--- src/rtl/reg_scoreboard_pkg.sv ---
// -----------------------------------------------------------------------------
// reg_scoreboard_pkg
// Shared types and helpers for the register-hazard scoreboard:
//   reg_use_e          - which source registers the decoded instruction reads
//   unit_id_t          - producing functional unit id (default unit count)
//   scoreboard_issue_t - register-related fields of the instruction in decode
//   max_pend()         - largest value a CNT_W-bit pending counter may hold
//   MAX_PEND           - max_pend() evaluated for the default counter width
// -----------------------------------------------------------------------------
package reg_scoreboard_pkg;

    localparam int NUNIT_DEF = 4;
    localparam int CNT_W_DEF = 2;
    localparam int UNIT_W_DEF = (NUNIT_DEF > 1) ? $clog2(NUNIT_DEF) : 1;

    // Source-operand usage of the instruction in decode.
    typedef enum logic [1:0] {
        NO_RS1_RS2   = 2'd0,
        ONLY_RS1     = 2'd1,
        BOTH_RS1_RS2 = 2'd2
    } reg_use_e;

    typedef logic [UNIT_W_DEF-1:0] unit_id_t;

    // Register fields of the decoded instruction. The producing unit id is
    // carried next to this struct because its width follows NUNIT.
    typedef struct packed {
        logic       valid;
        reg_use_e   use_type;
        logic [4:0] rs1;
        logic [4:0] rs2;
        logic       wen;
        logic [4:0] dst;
    } scoreboard_issue_t;

    // Saturation point of a pending counter of the given width.
    function automatic int max_pend(input int cnt_w);
        return (32'sd1 << cnt_w) - 32'sd1;
    endfunction

    localparam int MAX_PEND = max_pend(CNT_W_DEF);

endpackage : reg_scoreboard_pkg

--- src/rtl/reg_scoreboard_if.sv ---
// -----------------------------------------------------------------------------
// reg_scoreboard_if
// Decode / writeback bundle of the register scoreboard.
//   master : decode + retirement side (drives issue_*, flush, wb_*)
//   slave  : the scoreboard (drives issue_ready, stall, rs*_pending,
//            rs*_unit, busy_mask, wb_err)
// wb_dst packs port k's destination at bits [k*5 +: 5].
// -----------------------------------------------------------------------------
interface reg_scoreboard_if #(
    parameter int NREG  = 32,
    parameter int NWB   = 2,
    parameter int NUNIT = 4
);
    localparam int UNIT_W = (NUNIT > 1) ? $clog2(NUNIT) : 1;

    logic              flush;
    logic              issue_valid;
    logic [1:0]        issue_use;
    logic [4:0]        issue_rs1;
    logic [4:0]        issue_rs2;
    logic              issue_wen;
    logic [4:0]        issue_dst;
    logic [UNIT_W-1:0] issue_unit;
    logic              issue_ready;
    logic              stall;
    logic              rs1_pending;
    logic              rs2_pending;
    logic [UNIT_W-1:0] rs1_unit;
    logic [UNIT_W-1:0] rs2_unit;
    logic [NWB-1:0]    wb_valid;
    logic [NWB*5-1:0]  wb_dst;
    logic [NREG-1:0]   busy_mask;
    logic              wb_err;

    modport master (
        output flush, issue_valid, issue_use, issue_rs1, issue_rs2,
               issue_wen, issue_dst, issue_unit, wb_valid, wb_dst,
        input  issue_ready, stall, rs1_pending, rs2_pending,
               rs1_unit, rs2_unit, busy_mask, wb_err
    );

    modport slave (
        input  flush, issue_valid, issue_use, issue_rs1, issue_rs2,
               issue_wen, issue_dst, issue_unit, wb_valid, wb_dst,
        output issue_ready, stall, rs1_pending, rs2_pending,
               rs1_unit, rs2_unit, busy_mask, wb_err
    );

endinterface : reg_scoreboard_if

--- src/rtl/reg_scoreboard_sb_counter.sv ---
// -----------------------------------------------------------------------------
// sb_counter
// Pending-write counter for one architectural register.
//   clk, reset : core clock, synchronous active-high reset
//   flush      : clears the count (wins over inc/dec)
//   inc        : one write issued to this register this cycle
//   dec        : number of writeback hits on this register this cycle
//   count      : registered pending count
//   underflow  : this cycle retires more writes than were outstanding
// A write issued in the same cycle cannot be the one being retired, so
// underflow compares dec with the current count only; on underflow the
// old writes clamp to zero and the new issue (if any) still counts.
// -----------------------------------------------------------------------------
module sb_counter #(
    parameter int CNT_W = 2,
    parameter int DEC_W = 2
) (
    input  logic             clk,
    input  logic             reset,
    input  logic             flush,
    input  logic             inc,
    input  logic [DEC_W-1:0] dec,
    output logic [CNT_W-1:0] count,
    output logic             underflow
);

    logic [CNT_W-1:0] count_r;
    logic [CNT_W-1:0] count_next_s;
    logic             underflow_s;

    // Net update: count + inc - dec with clamping at zero.
    always_comb begin
        count_next_s = count_r;
        underflow_s  = 1'b0;
        if (int'(dec) > int'(count_r)) begin
            underflow_s  = 1'b1;
            count_next_s = CNT_W'(int'(inc));
        end else begin
            count_next_s = CNT_W'(int'(count_r) + int'(inc) - int'(dec));
        end
    end

    // Counter register; flush discards all outstanding writes.
    always_ff @(posedge clk) begin
        if (reset) begin
            count_r <= '0;
        end else if (flush) begin
            count_r <= '0;
        end else begin
            count_r <= count_next_s;
        end
    end

    assign count     = count_r;
    assign underflow = underflow_s;

endmodule : sb_counter

--- src/rtl/reg_scoreboard.sv ---
// -----------------------------------------------------------------------------
// reg_scoreboard
// Register-hazard scoreboard between decode and issue/execute.
//   clk   : core clock
//   reset : synchronous, active-high reset
//   sb    : reg_scoreboard_if.slave
//           in : flush, issue_valid/use/rs1/rs2/wen/dst/unit, wb_valid, wb_dst
//           out: issue_ready, stall, rs1/rs2_pending, rs1/rs2_unit,
//                busy_mask, wb_err
// One sb_counter per register 1..NREG-1 tracks outstanding writes; the
// writeback hit count per register feeds both the counters and, when
// WB_BYPASS=1, the combinational pending decision for this cycle.
// -----------------------------------------------------------------------------
module reg_scoreboard
    import reg_scoreboard_pkg::*;
#(
    parameter int NREG      = 32,
    parameter int NWB       = 2,
    parameter int CNT_W     = 2,
    parameter int NUNIT     = 4,
    parameter int WB_BYPASS = 1
) (
    input  logic           clk,
    input  logic           reset,
    reg_scoreboard_if.slave sb
);

    localparam int UNIT_W = (NUNIT > 1) ? $clog2(NUNIT) : 1;
    localparam int HIT_W  = $clog2(NWB + 1);
    localparam logic [CNT_W-1:0] CNT_MAX = CNT_W'(max_pend(CNT_W));

    scoreboard_issue_t iss_s;
    logic [HIT_W-1:0]  hits_s [NREG];
    logic [CNT_W-1:0]  count_s [NREG];
    logic [NREG-1:1]   inc_s;
    logic [NREG-1:0]   underflow_s;
    logic [NREG-1:0]   pend_s;
    logic [UNIT_W-1:0] last_unit_r [NREG];
    logic              wb_err_r;
    logic              rs1_pend_s;
    logic              rs2_pend_s;
    logic              dst_full_s;
    logic              ready_s;
    logic              issue_fire_s;
    logic [4:0]        wb_idx_s;

    assign iss_s.valid    = sb.issue_valid;
    assign iss_s.use_type = reg_use_e'(sb.issue_use);
    assign iss_s.rs1      = sb.issue_rs1;
    assign iss_s.rs2      = sb.issue_rs2;
    assign iss_s.wen      = sb.issue_wen;
    assign iss_s.dst      = sb.issue_dst;

    // Count writeback hits per register; x0 writebacks are ignored.
    always_comb begin
        wb_idx_s = 5'd0;
        for (int r = 0; r < NREG; r++) begin
            hits_s[r] = '0;
        end
        for (int k = 0; k < NWB; k++) begin
            wb_idx_s = sb.wb_dst[k*5 +: 5];
            hits_s[wb_idx_s] = hits_s[wb_idx_s] +
                ((sb.wb_valid[k] && (wb_idx_s != 5'd0)) ? HIT_W'(1) : HIT_W'(0));
        end
    end

    // Effective pending per register, optionally cleared by this cycle's
    // writebacks when they retire every outstanding write.
    always_comb begin
        pend_s = '0;
        for (int r = 1; r < NREG; r++) begin
            if (WB_BYPASS != 0) begin
                pend_s[r] = (count_s[r] != '0) &&
                            (int'(hits_s[r]) < int'(count_s[r]));
            end else begin
                pend_s[r] = (count_s[r] != '0);
            end
        end
    end

    // Issue decision: RAW on used sources, or destination counter full.
    always_comb begin
        rs1_pend_s = 1'b0;
        rs2_pend_s = 1'b0;
        case (iss_s.use_type)
            ONLY_RS1: begin
                rs1_pend_s = pend_s[iss_s.rs1];
            end
            BOTH_RS1_RS2: begin
                rs1_pend_s = pend_s[iss_s.rs1];
                rs2_pend_s = pend_s[iss_s.rs2];
            end
            default: begin
                rs1_pend_s = 1'b0;
                rs2_pend_s = 1'b0;
            end
        endcase
        dst_full_s   = iss_s.wen && (iss_s.dst != 5'd0) &&
                       (count_s[iss_s.dst] == CNT_MAX);
        ready_s      = !rs1_pend_s && !rs2_pend_s && !dst_full_s;
        issue_fire_s = iss_s.valid && ready_s && !sb.flush;
    end

    // One-hot increment towards the destination counter of a fired issue.
    always_comb begin
        inc_s = '0;
        for (int r = 1; r < NREG; r++) begin
            inc_s[r] = issue_fire_s && iss_s.wen && (iss_s.dst == 5'(r));
        end
    end

    assign count_s[0]     = '0;
    assign underflow_s[0] = 1'b0;

    for (genvar r = 1; r < NREG; r++) begin : g_cnt
        sb_counter #(
            .CNT_W (CNT_W),
            .DEC_W (HIT_W)
        ) u_cnt (
            .clk       (clk),
            .reset     (reset),
            .flush     (sb.flush),
            .inc       (inc_s[r]),
            .dec       (hits_s[r]),
            .count     (count_s[r]),
            .underflow (underflow_s[r])
        );
    end

    // Most recent producing unit per register; untouched by flush.
    always_ff @(posedge clk) begin
        if (reset) begin
            for (int r = 0; r < NREG; r++) begin
                last_unit_r[r] <= '0;
            end
        end else if (issue_fire_s && iss_s.wen && (iss_s.dst != 5'd0)) begin
            last_unit_r[iss_s.dst] <= sb.issue_unit;
        end
    end

    // Sticky writeback-underflow flag; only reset clears it.
    always_ff @(posedge clk) begin
        if (reset) begin
            wb_err_r <= 1'b0;
        end else begin
            wb_err_r <= wb_err_r | (|underflow_s);
        end
    end

    // Busy mask straight from the registered counters.
    always_comb begin
        sb.busy_mask = '0;
        for (int r = 1; r < NREG; r++) begin
            sb.busy_mask[r] = (count_s[r] != '0);
        end
    end

    assign sb.issue_ready = ready_s;
    assign sb.stall       = iss_s.valid && !ready_s;
    assign sb.rs1_pending = rs1_pend_s;
    assign sb.rs2_pending = rs2_pend_s;
    assign sb.rs1_unit    = last_unit_r[iss_s.rs1];
    assign sb.rs2_unit    = last_unit_r[iss_s.rs2];
    assign sb.wb_err      = wb_err_r;

endmodule : reg_scoreboard

--- src/flat_wrapper.sv ---
// flat-port wrapper written by rule: the top's interface ports become plain ports
module reg_scoreboard_flat import reg_scoreboard_pkg::*;
#(
    parameter int NREG      = 32,
    parameter int NWB       = 2,
    parameter int CNT_W     = 2,
    parameter int NUNIT     = 4,
    parameter int WB_BYPASS = 1
)
  (clk, reset, sb_flush, sb_issue_valid, sb_issue_use, sb_issue_rs1, sb_issue_rs2, sb_issue_wen, sb_issue_dst, sb_issue_unit, sb_wb_valid, sb_wb_dst, sb_issue_ready, sb_stall, sb_rs1_pending, sb_rs2_pending, sb_rs1_unit, sb_rs2_unit, sb_busy_mask, sb_wb_err);
  reg_scoreboard_if #(.NREG(NREG), .NWB(NWB), .NUNIT(NUNIT)) sb_i ();
  input  logic clk;
  input  logic reset;
  input wire logic [$bits(sb_i.flush)-1:0] sb_flush;
  input wire logic [$bits(sb_i.issue_valid)-1:0] sb_issue_valid;
  input wire logic [$bits(sb_i.issue_use)-1:0] sb_issue_use;
  input wire logic [$bits(sb_i.issue_rs1)-1:0] sb_issue_rs1;
  input wire logic [$bits(sb_i.issue_rs2)-1:0] sb_issue_rs2;
  input wire logic [$bits(sb_i.issue_wen)-1:0] sb_issue_wen;
  input wire logic [$bits(sb_i.issue_dst)-1:0] sb_issue_dst;
  input wire logic [$bits(sb_i.issue_unit)-1:0] sb_issue_unit;
  input wire logic [$bits(sb_i.wb_valid)-1:0] sb_wb_valid;
  input wire logic [$bits(sb_i.wb_dst)-1:0] sb_wb_dst;
  output wire logic [$bits(sb_i.issue_ready)-1:0] sb_issue_ready;
  output wire logic [$bits(sb_i.stall)-1:0] sb_stall;
  output wire logic [$bits(sb_i.rs1_pending)-1:0] sb_rs1_pending;
  output wire logic [$bits(sb_i.rs2_pending)-1:0] sb_rs2_pending;
  output wire logic [$bits(sb_i.rs1_unit)-1:0] sb_rs1_unit;
  output wire logic [$bits(sb_i.rs2_unit)-1:0] sb_rs2_unit;
  output wire logic [$bits(sb_i.busy_mask)-1:0] sb_busy_mask;
  output wire logic [$bits(sb_i.wb_err)-1:0] sb_wb_err;
  assign sb_i.flush = sb_flush;
  assign sb_i.issue_valid = sb_issue_valid;
  assign sb_i.issue_use = sb_issue_use;
  assign sb_i.issue_rs1 = sb_issue_rs1;
  assign sb_i.issue_rs2 = sb_issue_rs2;
  assign sb_i.issue_wen = sb_issue_wen;
  assign sb_i.issue_dst = sb_issue_dst;
  assign sb_i.issue_unit = sb_issue_unit;
  assign sb_i.wb_valid = sb_wb_valid;
  assign sb_i.wb_dst = sb_wb_dst;
  assign sb_issue_ready = sb_i.issue_ready;
  assign sb_stall = sb_i.stall;
  assign sb_rs1_pending = sb_i.rs1_pending;
  assign sb_rs2_pending = sb_i.rs2_pending;
  assign sb_rs1_unit = sb_i.rs1_unit;
  assign sb_rs2_unit = sb_i.rs2_unit;
  assign sb_busy_mask = sb_i.busy_mask;
  assign sb_wb_err = sb_i.wb_err;
  reg_scoreboard #(.NREG(NREG), .NWB(NWB), .CNT_W(CNT_W), .NUNIT(NUNIT), .WB_BYPASS(WB_BYPASS)) u_core (.clk(clk), .reset(reset), .sb(sb_i));
endmodule
--- config.mk ---
export PLATFORM = sky130hd
export DESIGN_NAME = reg_scoreboard_flat
export DESIGN_NICKNAME = d
export VERILOG_FILES = /design/src/rtl/reg_scoreboard_pkg.sv /design/src/rtl/reg_scoreboard_if.sv /design/src/rtl/reg_scoreboard_sb_counter.sv /design/src/rtl/reg_scoreboard.sv /design/src/flat_wrapper.sv
export SDC_FILE = /design/constraint.sdc
export NUM_CORES = 1
export LEC_CHECK = 0
export CAP_MARGIN = 20
export CORE_ASPECT_RATIO = 0.5
export CORE_UTILIZATION = 60
export CTS_CLUSTER_SIZE = 12
export DETAILED_ROUTE_END_ITERATION = 10
export GPL_TIMING_DRIVEN = 0
export PLACE_DENSITY = 0.78
export SETUP_SLACK_MARGIN = 0.05
export SLEW_MARGIN = 15
export SYNTH_ARGS = -nofsm -noshare
export SYNTH_HDL_FRONTEND = slang
export SYNTH_SLANG_ARGS = --single-unit
--- constraint.sdc ---
create_clock -name clk -period 8.6 [get_ports clk]
set_clock_uncertainty 0.05 [all_clocks]
set_input_delay 1.72 -clock clk [delete_from_list [all_inputs] [get_ports clk]]
set_output_delay 1.72 -clock clk [all_outputs]
set_load 0.03 [all_outputs]
==> flow_metrics.tcl <==
set metrics [dict create \
    synth_ff_type "edfxtp_1" \
    max-vdd-ir-drop_uv 197 \
    final_hold_viol_count 0 \
    dpl.cell_count 1749 \
    slew_headroom_pct 21.3 \
    min_path_type "reg -> reg" \
    track_usage_pct 47.1 \
    nets 1663 \
    dp_hpwl_um 35100 \
    power_switching_uw 637 \
    initialDrtViolationCount 1790 \
    r2r_start "u_core.g_cnt[15].u_cnt.count[1]$_SDFF_PP0_" \
    io_pins 77 \
    cp.required_ps 6830 \
    worstMarginPinSlew_ps 1180 \
    crit_slowest_cell "or3b_1" \
    synth-seq-area-share_pct 26.7 \
    grt_pass1_vias 11600 \
    cts_buffers 17 \
    final_common_cell "inv_1" \
    setup_viol 0 \
    ant_nets 0 \
    port_buffers 63 \
    critPathTopFamily "simple AND/OR/NAND/NOR gates" \
    globalRouteOverflowTotal 0 \
    crit_chain "clkbuf_1 -> or3b_1 -> nor2_2 -> o21ai_1 -> o21a_1 -> o311ai_2 -> nand4_1 -> a21oi_2 -> ha_4 -> buf_4 -> nand2_2 -> nor2_1 -> ha_1 -> a21oi_1 -> a221oi_1 -> or4_1 -> o211a_1 -> nand2_4 -> buf_4 -> and2_1 -> clkdlybuf4s15_2" \
    cts_buffer_depth 2 \
    syn_inst 1418 \
    drv_slew 0 \
    pwr-share-seq_pct 35.6 \
    cpMostUsedCell "buf_4" \
    antenna_found_initial 1 \
    worstPathArrival_ps 6690 \
    start_util_pct 61.4 \
    via_count 12400 \
    cp-startpoint "sb_wb_dst[2]" \
    die_h_um 102 \
    syn_to_final_growth_pct 16.8 \
    synth_edf_count 64 \
    crit_end "sb_stall" \
    layout_min_cycle_time_ps 8460 \
    rsz0062_at_grt "yes" \
    internal_power_mw 1.23 \
    synthArstFlopShare_pct 0 \
    ys_warn_count 0 \
    cts_hold_buf 0 \
    grt_max_degree 20 \
    ys_ff_latch 127 \
    cpPeakStageDelay_ps 540 \
    final_cell_mix "inv_1, nor3_1, ha_1, nor2_1, nand2_1" \
    p_leak_nw 5.79 \
    drive_gt1_share_pct 13.3 \
    r2r-end "u_core.g_cnt[22].u_cnt.count[0]$_SDFF_PP0_" \
    rrSetupSlack_ps 4690 \
    synth_cell_types 66 \
    cp-end-kind "primary output" \
    core_sq_mm 0.0195 \
    reg2regPathDepth 15 \
    cts_tree "yes" \
    pwr-share-comb_pct 23.7 \
    syn_area_sq_mm 0.0119 \
    die_w_um 202 \
    route.detailed.drc 0 \
    crit_fanout 10 \
    cts_sinks 127 \
    criticalPathCategory "in -> out" \
    drt_wl_total_um 48100 \
    grt_pass1_wl_um 69700 \
    period_share_pct 98.4 \
    wl_per_cell_um 27.0 \
    cts-root-buf "clkbuf_16" \
    via_per_inst 6.97 \
    syn_avg_cell_area_sq_um 8.42 \
    critical_path.startpoint_type "primary input" \
    place_congestion 1.03 \
    critPathBufInv 4 \
    status "completed" \
    num_rows 36 \
    crit_cells 21 \
    fmax_mhz 118 \
    dieArea_sq_mm 0.0205 \
    maxCapViolCount 0 \
    power_density_mw_per_mm2 134 \
    p_clk_share_pct 40.8 \
    clk_transition_reported_paths_ps 70 \
    stdcell_count 1781 \
    clkLatencyLatePin_ps 460 \
    drt_pass1_iterations 8 \
    swShare_pct 34.2 \
    htreeDepth 4 \
    hold_ws_ps 704 \
]
## flip-flops by register name (all words and copies together), names as in the netlist
name                      flops
u_core.last_unit_r           64
u_core.g_cnt.u_cnt.count     62
u_core.sb.wb_err              1
## cells by family (layout without fill, tap and decap cells)
| kind of cell | Yosys count | after routing | share of synthesized area [%] |
|---|---|---|---|
| adder cells (fa/ha/maj) | 126 | 126 | 13.2 |
| buffers and inverters | 270 | 364 | 9.30 |
| multiplexers | 58 | 58 | 10.2 |
| flip-flops | 127 | 127 | 26.7 |
| other | 1 | 4 | 0.0314 |
| AO/OA/AOI/OAI | 245 | 245 | 14.3 |
| XOR/XNOR | 63 | 63 | 4.62 |
| AND/OR/NAND/NOR | 528 | 528 | 21.6 |
## area by class of cell
class / count / area [sq um]
multi-input combinational: 1023 / 8050
fill: 1523 / 5510
sequential: 127 / 3180
timing repair buffer: 68 / 679
inverter: 171 / 642
buffer: 93 / 473
clock buffer: 18 / 429
tap: 266 / 333
clock inverter: 14 / 154
antenna: 1 / 2.50
## routing by layer
layer	wire [um]	up-vias	track usage (%)
met5	13	-	0
met4	2510	2	25.4
met3	7760	237	18.2
met2	19900	1010	69.9
met1	17900	5888	59.8
li1	-	5283	-
## how the worst min path moves through the flow
stage | startpoint | end | slack (ps) | depth (start not counted)
3_3_place_gp | u_core.sb.wb_err$_SDFF_PP0_ | u_core.sb.wb_err$_SDFF_PP0_ | 650 | 3
3_5_place_dp | u_core.g_cnt[24].u_cnt.count[0]$_SDFF_PP0_ | u_core.g_cnt[24].u_cnt.count[1]$_SDFF_PP0_ | 690 | 4
4_1_cts | u_core.g_cnt[24].u_cnt.count[0]$_SDFF_PP0_ | u_core.g_cnt[24].u_cnt.count[1]$_SDFF_PP0_ | 690 | 4
6_report | u_core.g_cnt[24].u_cnt.count[0]$_SDFF_PP0_ | u_core.g_cnt[24].u_cnt.count[1]$_SDFF_PP0_ | 700 | 4
2_1_floorplan | u_core.g_cnt[18].u_cnt.count[0]$_SDFF_PP0_ | u_core.g_cnt[18].u_cnt.count[1]$_SDFF_PP0_ | 640 | 4
5_1_grt | u_core.sb.wb_err$_SDFF_PP0_ | u_core.sb.wb_err$_SDFF_PP0_ | 740 | 3
## stage by stage
step                worst slack, ps  utilization, %  instance area [sq um]  power (mW)  setup TNS [ps]
floorplan                       815               -                  11900       0.916               0
global placement              -1690            66.4                  12900        1.06           -5190
detailed placement            -1670            66.4                  12900        1.07           -5250
CTS                            61.1            70.9                  13800        1.82               0
global route                  -45.3            71.7                  13900        1.89           -61.3
finish                          139            71.7                  13900        1.86               0
## synth_stat cells (29+ instances only)
master,number,area [sq um]
clkbuf_1,67,251
mux4_2,51,1150
nor2_1,115,432
o31ai_1,29,218
xnor2_1,39,342
inv_1,168,631
a21oi_1,56,280
ha_1,126,1580
nor3_1,137,686
nand2_1,99,372
nand3_1,38,190
dfxtp_1,63,1260
edfxtp_1,64,1920
## worst register-to-register path: stages (launching register included)
cell and delay (ps):
dfxtp_1 360, inv_1 50, ha_1 320, nor2b_2 250, nor3_1 110, mux4_2 480, o2111a_1 260, o21ai_1 150
o211a_1 250, nand2_4 110, buf_6 180, buf_6 180, nor3_1 360, ha_1 330, a32o_1 220, and2_1 150
## power groups by stage
stage | logic [mW] | clock network [mW] | registers (mW)
floorplan | 0.245 | 0 | 0.671
global placement | 0.386 | 0 | 0.673
detailed placement | 0.391 | 0 | 0.674
CTS | 0.407 | 0.749 | 0.662
global route | 0.450 | 0.777 | 0.663
finish | 0.441 | 0.759 | 0.662
## timing repair
item	4_1_cts	5_1_grt
setup endpoints to repair	4	4
gates resized for setup	81	36
setup buffers	1	4
pin swaps	4	6
(Power assumes the default switching activity.)
